===== config.mk =====
export PLATFORM = sky130hd
export DESIGN_NAME = acc_sequencer
export DESIGN_NICKNAME = d
export VERILOG_FILES = /design/src/rtl/acc_sequencer.sv
export SDC_FILE = /design/constraint.sdc
export NUM_CORES = 1
export LEC_CHECK = 0
export BUFFER_PORTS_ARGS = -buffer_cell sky130_fd_sc_hd__buf_2
export CORE_MARGIN = 4
export CORE_UTILIZATION = 30
export CTS_CLUSTER_SIZE = 28
export DETAILED_ROUTE_END_ITERATION = 10
export GPL_ROUTABILITY_DRIVEN = 1
export PLACE_DENSITY = 0.6
export SLEW_MARGIN = 0
export SYNTH_ARGS = -nofsm -noshare
export SYNTH_HDL_FRONTEND = slang
export SYNTH_SLANG_ARGS = --single-unit

===== constraint.sdc =====
create_clock -name clk -period 3 [get_ports clk]
set_clock_uncertainty 0.1 [all_clocks]
set_input_delay 0.45 -clock clk [delete_from_list [all_inputs] [get_ports clk]]
set_output_delay 0.45 -clock clk [all_outputs]
set_load 0.01 [all_outputs]

===== src/rtl/acc_sequencer.sv =====
// Burst sequencer for the accumulator datapath: takes one operand per handshake,
// holds it on the datapath for HOLD_CYCLES clocks, then pulses output-enable and done.
module acc_sequencer #(
    parameter int DATA_WIDTH  = 8,
    parameter int ATTR_WIDTH  = 4,
    parameter int CNT_WIDTH   = 8,
    parameter int HOLD_CYCLES = 2
) (
    input  logic                  clk,
    input  logic                  rst,
    input  logic                  start,
    input  logic [CNT_WIDTH-1:0]  count,
    input  logic                  abort,
    input  logic                  op_valid,
    input  logic [DATA_WIDTH-1:0] op_data,
    input  logic                  op_neg,
    output logic                  op_ready,
    output logic                  signal_load,
    output logic                  signal_init,
    output logic                  signal_neg,
    output logic                  signal_oe,
    output logic [DATA_WIDTH-1:0] data_out,
    output logic [ATTR_WIDTH-1:0] attr_out,
    output logic                  busy,
    output logic                  done,
    output logic                  aborted
);
    typedef enum logic [1:0] {IDLE, FETCH, APPLY, OUT} state_t;

    localparam logic [3:0] HOLD_LAST = 4'(HOLD_CYCLES - 1);

    state_t                state_q, state_d;
    logic [CNT_WIDTH-1:0]  remaining_q, remaining_d;
    logic [ATTR_WIDTH-1:0] index_q, index_d;
    logic                  first_q, first_d;
    logic [3:0]            hold_q, hold_d;
    logic                  busy_q, busy_d;
    logic                  op_ready_q, op_ready_d;
    logic                  load_q, load_d;
    logic                  init_q, init_d;
    logic                  neg_q, neg_d;
    logic                  oe_q, oe_d;
    logic                  done_q, done_d;
    logic                  aborted_q, aborted_d;
    logic [DATA_WIDTH-1:0] data_q, data_d;
    logic [ATTR_WIDTH-1:0] attr_q, attr_d;

    // Outputs are decoded from the next state so they line up with the state they describe.
    always_comb begin
        state_d     = state_q;
        remaining_d = remaining_q;
        index_d     = index_q;
        first_d     = first_q;
        hold_d      = hold_q;
        busy_d      = 1'b0;
        op_ready_d  = 1'b0;
        load_d      = 1'b0;
        init_d      = 1'b0;
        neg_d       = 1'b0;
        oe_d        = 1'b0;
        done_d      = 1'b0;
        aborted_d   = 1'b0;
        data_d      = '0;
        attr_d      = '0;
        case (state_q)
            IDLE: begin
                if (start) begin
                    if (count != '0) begin
                        remaining_d = count;
                        index_d     = '0;
                        first_d     = 1'b1;
                        state_d     = FETCH;
                        busy_d      = 1'b1;
                        op_ready_d  = 1'b1;
                    end else begin
                        done_d = 1'b1;
                    end
                end
            end
            FETCH: begin
                if (abort) begin
                    state_d   = IDLE;
                    aborted_d = 1'b1;
                end else if (op_valid && op_ready_q) begin
                    state_d = APPLY;
                    hold_d  = HOLD_LAST;
                    busy_d  = 1'b1;
                    load_d  = 1'b1;
                    init_d  = first_q;
                    first_d = 1'b0;
                    neg_d   = op_neg;
                    data_d  = op_data;
                    attr_d  = index_q;
                end else begin
                    busy_d     = 1'b1;
                    op_ready_d = 1'b1;
                end
            end
            APPLY: begin
                if (abort) begin
                    state_d   = IDLE;
                    aborted_d = 1'b1;
                end else if (hold_q == 4'd0) begin
                    remaining_d = remaining_q - 1'b1;
                    index_d     = index_q + 1'b1;
                    busy_d      = 1'b1;
                    if (remaining_q == CNT_WIDTH'(1)) begin
                        state_d = OUT;
                        oe_d    = 1'b1;
                        done_d  = 1'b1;
                    end else begin
                        state_d    = FETCH;
                        op_ready_d = 1'b1;
                    end
                end else begin
                    hold_d = hold_q - 1'b1;
                    busy_d = 1'b1;
                    load_d = 1'b1;
                    neg_d  = neg_q;
                    data_d = data_q;
                    attr_d = attr_q;
                end
            end
            OUT: begin
                state_d   = IDLE;
                aborted_d = abort;
            end
            default: state_d = IDLE;
        endcase
    end

    always_ff @(posedge clk or posedge rst) begin
        if (rst) begin
            state_q     <= IDLE;
            remaining_q <= '0;
            index_q     <= '0;
            first_q     <= 1'b0;
            hold_q      <= '0;
            busy_q      <= 1'b0;
            op_ready_q  <= 1'b0;
            load_q      <= 1'b0;
            init_q      <= 1'b0;
            neg_q       <= 1'b0;
            oe_q        <= 1'b0;
            done_q      <= 1'b0;
            aborted_q   <= 1'b0;
            data_q      <= '0;
            attr_q      <= '0;
        end else begin
            state_q     <= state_d;
            remaining_q <= remaining_d;
            index_q     <= index_d;
            first_q     <= first_d;
            hold_q      <= hold_d;
            busy_q      <= busy_d;
            op_ready_q  <= op_ready_d;
            load_q      <= load_d;
            init_q      <= init_d;
            neg_q       <= neg_d;
            oe_q        <= oe_d;
            done_q      <= done_d;
            aborted_q   <= aborted_d;
            data_q      <= data_d;
            attr_q      <= attr_d;
        end
    end

    assign op_ready    = op_ready_q;
    assign signal_load = load_q;
    assign signal_init = init_q;
    assign signal_neg  = neg_q;
    assign signal_oe   = oe_q;
    assign data_out    = data_q;
    assign attr_out    = attr_q;
    assign busy        = busy_q;
    assign done        = done_q;
    assign aborted     = aborted_q;
endmodule


-- Yosys cells after proc, flatten, opt, wreduce, memory -nomap -nowiden
Index checks and enable logic that the tools add are counted.
Widths: inputs -> output; s select.
- word-level logic and storage cells: 113
- input bits: 22
- bits in writable memories: 0
- latch bits: 0
- output and inout port bits: 20
- ROM bits: 0
- memories: 0
- register bits after elaboration: 39
- muxes and demuxes: 70
- div/mod/pow operators: 0
- add/sub/neg operators: 3
- bitwise operators: 0
- shift operators: 0
- $lt $le $gt $ge: 0
- equality and inequality tests: 13
- multipliers: 0
- reductions and logical operators: 12
- operators with widths (cell ; count):
    $mux 8 ; 8
    $mux 4 ; 12
    $pmux 8 s2 ; 2
    $mux 1 ; 30
    $pmux 4 s2 ; 3
    $reduce_and 5->1 ; 3
    $mux 2 ; 7
    $ne 2x2->1 const B ; 7
    $pmux 1 s2 ; 6
    $eq 8x1->1 const B ; 1
    $pmux 2 s4 ; 1
    $reduce_bool 8->1 ; 1
    $sub 8x1->8 const B ; 1
    $ne 3x3->1 const B ; 2
    $reduce_bool 2->1 ; 3
    $add 4x1->4 const B ; 1
    $eq 2x2->1 const B ; 2
    $logic_not 4->1 ; 1
    $reduce_and 4->1 ; 1
    $sub 4x1->4 const B ; 1
    $pmux 1 s3 ; 1
    $eq 2x1->1 const B ; 1
    $logic_not 2->1 ; 1
    $reduce_or 2->1 ; 1
    $logic_and 1x1->1 ; 1

-- Depth between registers and ports, before layout
Gate-level depths: netlist of the first run.
- depth in word-level cells: 5
- gate-level depth with buffers: 7

-- Least setup slack after synthesis of the first run
No wires, ideal clock.
- kind: input port to flip-flop
- start point: input count[2]
- end point: register remaining_q[6]
- buffers on the path: 1
- setup slack: 0.960 ns
- data arrival time: 1.819 ns
- required time: 2.779 ns
- stages on the path: 5
- cell sequence: or4_4 -> or3_4 -> and3_4 -> buf_6 -> a22o_1
- cells in the longest elaborated chain, start to end: 3
- ends and longest elaborated chain (what ; RTL line ; text):
    start: declaration ; 12 ; input logic [CNT_WIDTH-1:0] count,
    $reduce_bool 8->1 ; 68 ; if (count != '0) begin
    $ne 2x2->1 (no line) ; n/a ;
    $reduce_and 5->1 (no line) ; n/a ;
    end signal: assignment ; 151 ; remaining_q <= remaining_d;
    end: declaration ; 33 ; logic [CNT_WIDTH-1:0] remaining_q, remaining_d;
Every way passes these cells.
A chain may end at the register's enable or synchronous reset.

-- Worst setup path after layout of the first run
- start point: register state_q[0]
- end point: register remaining_q[1]
- cells in the longest elaborated chain, start to end: 3
- elaborated cells between the ends (all ways): 9
- classes of those cells: eq/ne: 5; mux: 1; reduce/logical: 3
- ends and longest elaborated chain (what ; RTL line ; text):
    start: declaration ; 32 ; state_t state_q, state_d;
    start signal: assignment ; 150 ; state_q <= state_d;
    $eq 2x2->1 or $logic_not 2->1 (tied branches) ; 65 ; case (state_q)
    $ne 2x2->1 (no line) or $reduce_bool 2->1 (tied branches) ; n/a ;
    $reduce_and 5->1 (no line) ; n/a ;
Parallel ways exist; a longest one is shown, timed or not.

==> results by group, run 1 <==
Status
  • Result of the run: finished clean

Detailed routing
  • Post-DRT Antenna Nets: 0
  • Residual DRC count: 0
  • Detailed-route wire length: 4601 um
  • Average wire per cell in the routed design: 13.41 um
  • Drt first pass iters: 4
  • Number of design-rule violations left by the first detailed-router iteration: 51
  • DR vias/cell: 5.003
  • Via count of the routed design: 1716

STA
  • Transition time at the pin with the least slew margin: 0.7412 ns
  • Total setup violations reported at the end of the flow: 0
  • RSZ-0062 raised after global routing: no
  • Slew Limit Fails: 0
  • Final hold violations: 0
  • Tcrit/Tclk final: 72.96%
  • Clock period minus final worst setup slack: 2.189 ns
  • Slew margin rel.: 50.41%
  • Top achievable clock speed: 0.4569 GHz
  • Setup tns final: 0 ns

GRT
  • Via count of the first global-routing pass: 1643
  • Overflow left after global routing: 0
  • Global-route wire length before repair: 7790 um
  • Gr usage total: 11.52%
  • Largest net degree at the start of global routing: 40
  • Antenna violations before repair: 0

Placement
  • Port bufs: 41
  • Final HPWL from detailed placement: 3315 um
  • Final GP Congestion: 0.8984

Clock network
  • Clock-pin slew reported for the worst setup and hold paths after clock tree synthesis: 0.08 ns
  • Post-CTS Resized: 0
  • Setup Buffers After CTS: 0
  • Cts-stage hold buffer count: 0
  • TritonCTS clock tree: built
  • Insertion delay of the later-clocked pin in the worst-skew pair: 0.30 ns
  • Total clock buffers created by CTS: 5
  • Root Buffer: clkbuf_8
  • Worst-case clock buffer depth: 2
  • CTS H-tree depth: 2
  • Clock sink count: 39

Final layout
  • Post-layout nets: 293
  • Fill count: 706
  • Share of post-route cells with drive strength above 1: 23.95%
  • Most common cell after layout, fill and taps aside: nand2_1
  • FF+latch area: 975.9 um2
  • P&R area growth vs syn: 19.29%
  • Top library cells by usage in the layout, fill and taps aside: nand2_1, buf_2, dfrtp_1
  • Number of antenna cells inserted: 0
  • Post-layout utilization of the core: 36.76%
  • Multi-input gate area: 996.0 um2

Setup path
  • Slowest cell on crit path: o211a_1
  • Biggest fanout along the worst timing path: 32
  • Crit Reg-Reg Startpoint: state_q[0]$_DFFE_PP0P_
  • CP Cell Sequence: inv_1 -> ha_1 -> buf_4 -> o211a_1 -> and3_4 -> mux2i_1
  • Data arrival time of the critical path: 2.30 ns
  • Worst endpoint required time: 3.11 ns
  • Launch point of the worst path: state_q[0]$_DFFE_PP0P_
  • Classification of the worst setup path: reg -> reg
  • Endpoint kind of the worst setup timing path: register
  • Critical path launch point type: register
  • Delay contributed by the slowest stage of the critical path: 0.41 ns

Die
  • Cell row count: 30
  • Starting utilization of the core area: 30.81%
  • X dimension of the die: 91.31 um
  • Die outline area: 0.008337 mm2
  • I/O pin count: 42
  • Chip height: 91.31 um
  • Core footprint: 0.006756 mm2

Synthesis
  • Portion of the post-synthesis area used by sequential elements: 46.88%
  • Cell area after technology mapping: 0.002082 mm2
  • Distinct cells, synth: 44
  • Number of instances in the synthesized netlist: 221
  • Ys async rst share: 100.0%
  • Synth Net Count: 252
  • Yosys warning count: 0
  • Share of the synthesized area in the top cell type: 46.88%
  • Number of flip-flops and latches in the synthesized netlist: 39
  • Cell type contributing the most total cell area after synthesis: dfrtp_1
  • Number of synthesized flops with an enable pin: 0
  • Synth Area per Inst: 9.421 um2
  • Top area cells in the synthesized netlist: dfrtp_1, nand2_1, ha_1, o21ai_0, mux2i_1
  • Leading register cell type out of synthesis: dfrtp_1

Power
  • Areal power density over the cells: 829.4 mW/mm2
  • Leakage power: 1.150 nW
  • IR drop worst, VDD: 0.0003463 V

Job
  • Number of max-cap violations: 0

Worst hold path
  • Type of the worst min-delay path: in -> async
-- logic make-up (layout without fill, tap and decap cells) --
group	Yosys count	in the layout	synth area share [%]
adder cells (fa/ha/maj)	9	9	5.409
buffers and inverters	27	69	5.288
flip-flops	39	39	46.88
AND/OR/NAND/NOR	88	88	22.30
multiplexers	9	9	4.387
AO/OA/AOI/OAI	49	49	15.75
-- layer usage --
layer	up-vias	share of wire [%]	global-route usage, %
met5	-	0	0
met4	0	1.2	3.769
met3	7	3.8	2.734
met2	35	46	18.82
met1	818	49	14.98
li1	856	-	-
-- sequential cells by signal, indices dropped and copies added, names as in the netlist, 2 cells and up --
signal and cells:
attr_out 4, data_out 8, hold_q 4, index_q 4, remaining_q 8, state_q 2
-- per-stage QoR --
stage               cells  total power [mW]  setup slack, ns  cell area, um2  hold WS (ns)
floorplan             221             1.424           0.9601            2082        0.3461
global placement      335             1.615           0.7892            2371        0.3587
detailed placement    335             1.633           0.7358            2371        0.3657
CTS                   343             2.079           0.7974            2484        0.1771
global route          343             2.231           0.5677            2484        0.2060
finish                343             2.060           0.8112            2484        0.1564
-- worst paths after layout --
path | to | slack [ns] | depth (start not counted)
setup / recovery | remaining_q[1]$_DFFE_PP0P_ | 0.81 | 6
hold reg to reg | data_out[2]$_DFFE_PP0P_ | 0.37 | 2
min in group clk | data_out[2]$_DFFE_PP0P_ | 0.28 | 3
hold / removal | data_out[3]$_DFFE_PP0P_ | 0.16 | 3
max in group asynchronous | remaining_q[0]$_DFFE_PP0P_ | 2.28 | 3
setup reg to reg | remaining_q[1]$_DFFE_PP0P_ | 0.81 | 6
-- worst max-delay path, delay by kind of cell, from the launching register on --
kind / cells / cell delay [ns]
AO/OA/AOI/OAI: 1 / 0.41
buffers and inverters: 2 / 0.45
adder cells (fa/ha/maj): 1 / 0.20
multiplexers: 1 / 0.20
flip-flops: 1 / 0.40
AND/OR/NAND/NOR: 1 / 0.34
-- cell type report --
cell class	instances	area share, %
clock inverter	3	1.763
sequential	39	39.29
inverter	15	2.267
tap	80	4.030
multi-input combinational	155	40.10
clock buffer	5	2.771
timing repair buffer	46	9.773
-- cell usage after synthesis, types with 2 or more instances --
cell	number
or4_4	2
mux2i_1	8
nand3_1	6
a41o_1	2
nor2_1	5
inv_1	15
nand4_1	4
o22ai_1	4
nor3_1	2
a41oi_1	4
o31ai_1	3
dfrtp_1	39
nand2b_1	12
a31oi_1	2
nor2b_1	2
or4_1	2
ha_1	9
clkbuf_1	9
nand2_1	42
nor3b_1	3
a21oi_1	6
o21ai_0	18
-- power by group --
group / total (mW) / switching, mW / internal [mW] / leakage, nW
Clock: 0.442 / 0.194 / 0.248 / 0.0581
Sequential: 0.780 / 0.116 / 0.664 / 0.506
Combinational: 0.838 / 0.486 / 0.352 / 0.586
Note: power is estimated with default switching activity, not from simulation.
==> run 2, diff against run 1 <==
==> constraint.sdc (replaced) <==
create_clock -name clk -period 2.1 [get_ports clk]
set_clock_uncertainty 0.1 [all_clocks]
set_input_delay 0.315 -clock clk [delete_from_list [all_inputs] [get_ports clk]]
set_output_delay 0.315 -clock clk [all_outputs]
set_load 0.01 [all_outputs]
==> results by group, run 2 (same netlist as run 1, synthesis figures left out) <==
Status
  • Result of the run: finished clean (unchanged)

Setup path
  • Classification of the worst setup path: reg -> reg (unchanged)
  • Data arrival time of the critical path: 2.12 ns (was 2.30 ns)
  • Endpoint kind of the worst setup timing path: register (unchanged)
  • Delay contributed by the slowest stage of the critical path: 0.49 ns (was 0.41 ns)
  • Worst endpoint required time: 2.18 ns (was 3.11 ns)
  • Biggest fanout along the worst timing path: 4 (was 32)
  • Slowest cell on crit path: or3b_2 (was o211a_1)
  • Critical path launch point type: register (unchanged)
  • CP Cell Sequence: inv_1 -> ha_2 -> or3b_2 -> o31ai_1 -> nand4_1 -> a22o_1 (was inv_1 -> ha_1 -> buf_4 -> o211a_1 -> and3_4 -> mux2i_1)

GRT
  • Largest net degree at the start of global routing: 40 (unchanged)
  • Via count of the first global-routing pass: 1735 (was 1643)
  • Global-route wire length before repair: 7914 um (was 7790 um)
  • Antenna violations before repair: 0 (unchanged)
  • Overflow left after global routing: 0 (unchanged)
  • Gr usage total: 11.77% (was 11.52%)

Final layout
  • Post-layout nets: 305 (was 293)
  • Non-Filler Cell Area, Final: 0.002601 mm2 (was 0.002484 mm2)
  • P&R area growth vs syn: 24.94% (was 19.29%)
  • Number of antenna cells inserted: 0 (unchanged)
  • Post-layout utilization of the core: 38.50% (was 36.76%)
  • Multi-input gate area: 0.001003 mm2 (was 996.0 um2)
  • Fill count: 699 (was 706)
  • Share of post-route cells with drive strength above 1: 27.64% (was 23.95%)
  • Top library cells by usage in the layout, fill and taps aside: nand2_1, buf_2, dfrtp_1 (unchanged)
  • FF+latch area: 975.9 um2 (unchanged)
  • Most common cell after layout, fill and taps aside: nand2_1 (unchanged)

STA
  • Slew margin rel.: 66.86% (was 50.41%)
  • Top achievable clock speed: 0.4914 GHz (was 0.4569 GHz)
  • Final hold violations: 0 (unchanged)
  • Post-route setup slack: 0.06494 ns (was 0.8112 ns)
  • Worst hold slack across all endpoints: 0.02539 ns (was 0.1564 ns)
  • Total setup violations reported at the end of the flow: 0 (unchanged)
  • Clock period minus final worst setup slack: 2.035 ns (was 2.189 ns)
  • Slew Limit Fails: 0 (unchanged)
  • Transition time at the pin with the least slew margin: 0.4970 ns (was 0.7412 ns)
  • Tcrit/Tclk final: 96.91% (was 72.96%)
  • Setup tns final: 0 ns (unchanged)
  • RSZ-0062 raised after global routing: no (unchanged)

Power
  • Internal power summed over all cells: 2.034 mW (was 1.264 mW)
  • Areal power density over the cells: 1228 mW/mm2 (was 829.4 mW/mm2)
  • Switching part of the total power: 36.33% (was 38.65%)
  • Net Switching: 1.161 mW (was 796.2 uW)
  • Combinational share of power: 42.3% (was 40.7%)
  • IR drop worst, VDD: 0.0005855 V (was 0.0003463 V)
  • Leakage power: 1.213 nW (was 1.150 nW)
  • Seq pwr share: 34.4% (was 37.9%)
  • Clock group share of total power: 23.4% (was 21.5%)

Clock network
  • Worst-case clock buffer depth: 2 (unchanged)
  • TritonCTS clock tree: built (unchanged)
  • Root Buffer: clkbuf_8 (unchanged)
  • CTS H-tree depth: 2 (unchanged)
  • Insertion delay of the later-clocked pin in the worst-skew pair: 0.29 ns (was 0.30 ns)
  • Setup Buffers After CTS: 0 (unchanged)
  • Clock sink count: 39 (unchanged)
  • Cts-stage hold buffer count: 0 (unchanged)
  • Total clock buffers created by CTS: 5 (unchanged)
  • Clock-pin slew reported for the worst setup and hold paths after clock tree synthesis: 0.08 ns (about the same)
  • Post-CTS Resized: 0 (unchanged)

Die
  • X dimension of the die: 91.31 um (unchanged)
  • Cell row count: 30 (unchanged)
  • Chip height: 91.31 um (unchanged)
  • Core footprint: 0.006756 mm2 (unchanged)
  • Starting utilization of the core area: 30.81% (unchanged)
  • Die outline area: 0.008337 mm2 (unchanged)
  • I/O pin count: 42 (unchanged)

Detailed routing
  • Drt first pass iters: 4 (unchanged)
  • Post-DRT Antenna Nets: 0 (unchanged)
  • Residual DRC count: 0 (unchanged)
  • DR vias/cell: 5.003 (about the same)
  • Average wire per cell in the routed design: 13.02 um (was 13.41 um)
  • Detailed-route wire length: 4622 um (was 4601 um)
  • Via count of the routed design: 1776 (was 1716)
  • Number of design-rule violations left by the first detailed-router iteration: 85 (was 51)

Worst hold path
  • Type of the worst min-delay path: in -> async (unchanged)

Job
  • Number of max-cap violations: 0 (unchanged)

Placement
  • Final HPWL from detailed placement: 3428 um (was 3315 um)
  • Area after detailed placement: 0.002461 mm2 (was 0.002371 mm2)
  • Port bufs: 41 (unchanged)
  • Final GP Congestion: 0.8758 (was 0.8984)
  • Setup Slack @ Placement: 0.05226 ns (was 0.7358 ns)
-- run 2: worst max-delay path, delay by kind of cell, from the launching register on --
family / cells / cell delay [ns]
buffers and inverters: 1 / 0.11
AO/OA/AOI/OAI: 2 / 0.46
flip-flops: 1 / 0.43
AND/OR/NAND/NOR: 2 / 0.61
adder cells (fa/ha/maj): 1 / 0.21
-- run 2: power groups by stage --
| stage | clock network [mW] | registers (mW) | logic [mW] |
|---|---|---|---|
| after detailed placement | 0 | 1.11 | 1.35 |
| after global placement | 0 | 1.10 | 1.33 |
| final | 0.746 | 1.10 | 1.35 |
| after CTS | 0.770 | 1.10 | 1.35 |
| after global routing | 0.793 | 1.12 | 1.51 |
| after floorplan | 0 | 1.11 | 0.927 |
-- run 2: final cells by class --
type / instances / share of cell area, %
clock buffer: 6 / 2.790
sequential: 39 / 37.52
inverter: 15 / 2.165
tap: 80 / 3.848
timing repair buffer: 58 / 12.79
clock inverter: 2 / 2.309
multi-input combinational: 155 / 38.58
-- run 2: worst paths after layout --
path,start,end,slack (ns),depth (start not counted)
setup / recovery,remaining_q[0]$_DFFE_PP0P_,remaining_q[6]$_DFFE_PP0P_,0.06,6
hold / removal,rst,data_out[3]$_DFFE_PP0P_,0.03,3
setup reg to reg,remaining_q[0]$_DFFE_PP0P_,remaining_q[6]$_DFFE_PP0P_,0.06,6
hold reg to reg,data_out[7]$_DFFE_PP0P_,data_out[7]$_DFFE_PP0P_,0.38,2
max in group asynchronous,rst,remaining_q[2]$_DFFE_PP0P_,1.52,3
min in group clk,op_data[2],data_out[2]$_DFFE_PP0P_,0.16,3
-- run 2: stage by stage --
| stage | std cells | power, mW |
|---|---|---|
| 6_report | 355 | 3.195 |
| 5_1_grt | 355 | 3.425 |
| 4_1_cts | 355 | 3.219 |
| 3_5_place_dp | 347 | 2.453 |
| 3_3_place_gp | 347 | 2.435 |
| 2_1_floorplan | 221 | 2.035 |
-- run 2: metal layers --
layer / part of all wire, % / routed length, um / vias up / GRT usage, %
li1: - / - / 883 / -
met1: 47 / 2160 / 837 / 14.78
met2: 47 / 2150 / 52 / 19.31
met3: 5.5 / 253 / 4 / 2.734
met4: 1.2 / 57 / 0 / 5.025
met5: 0 / 0 / - / 0
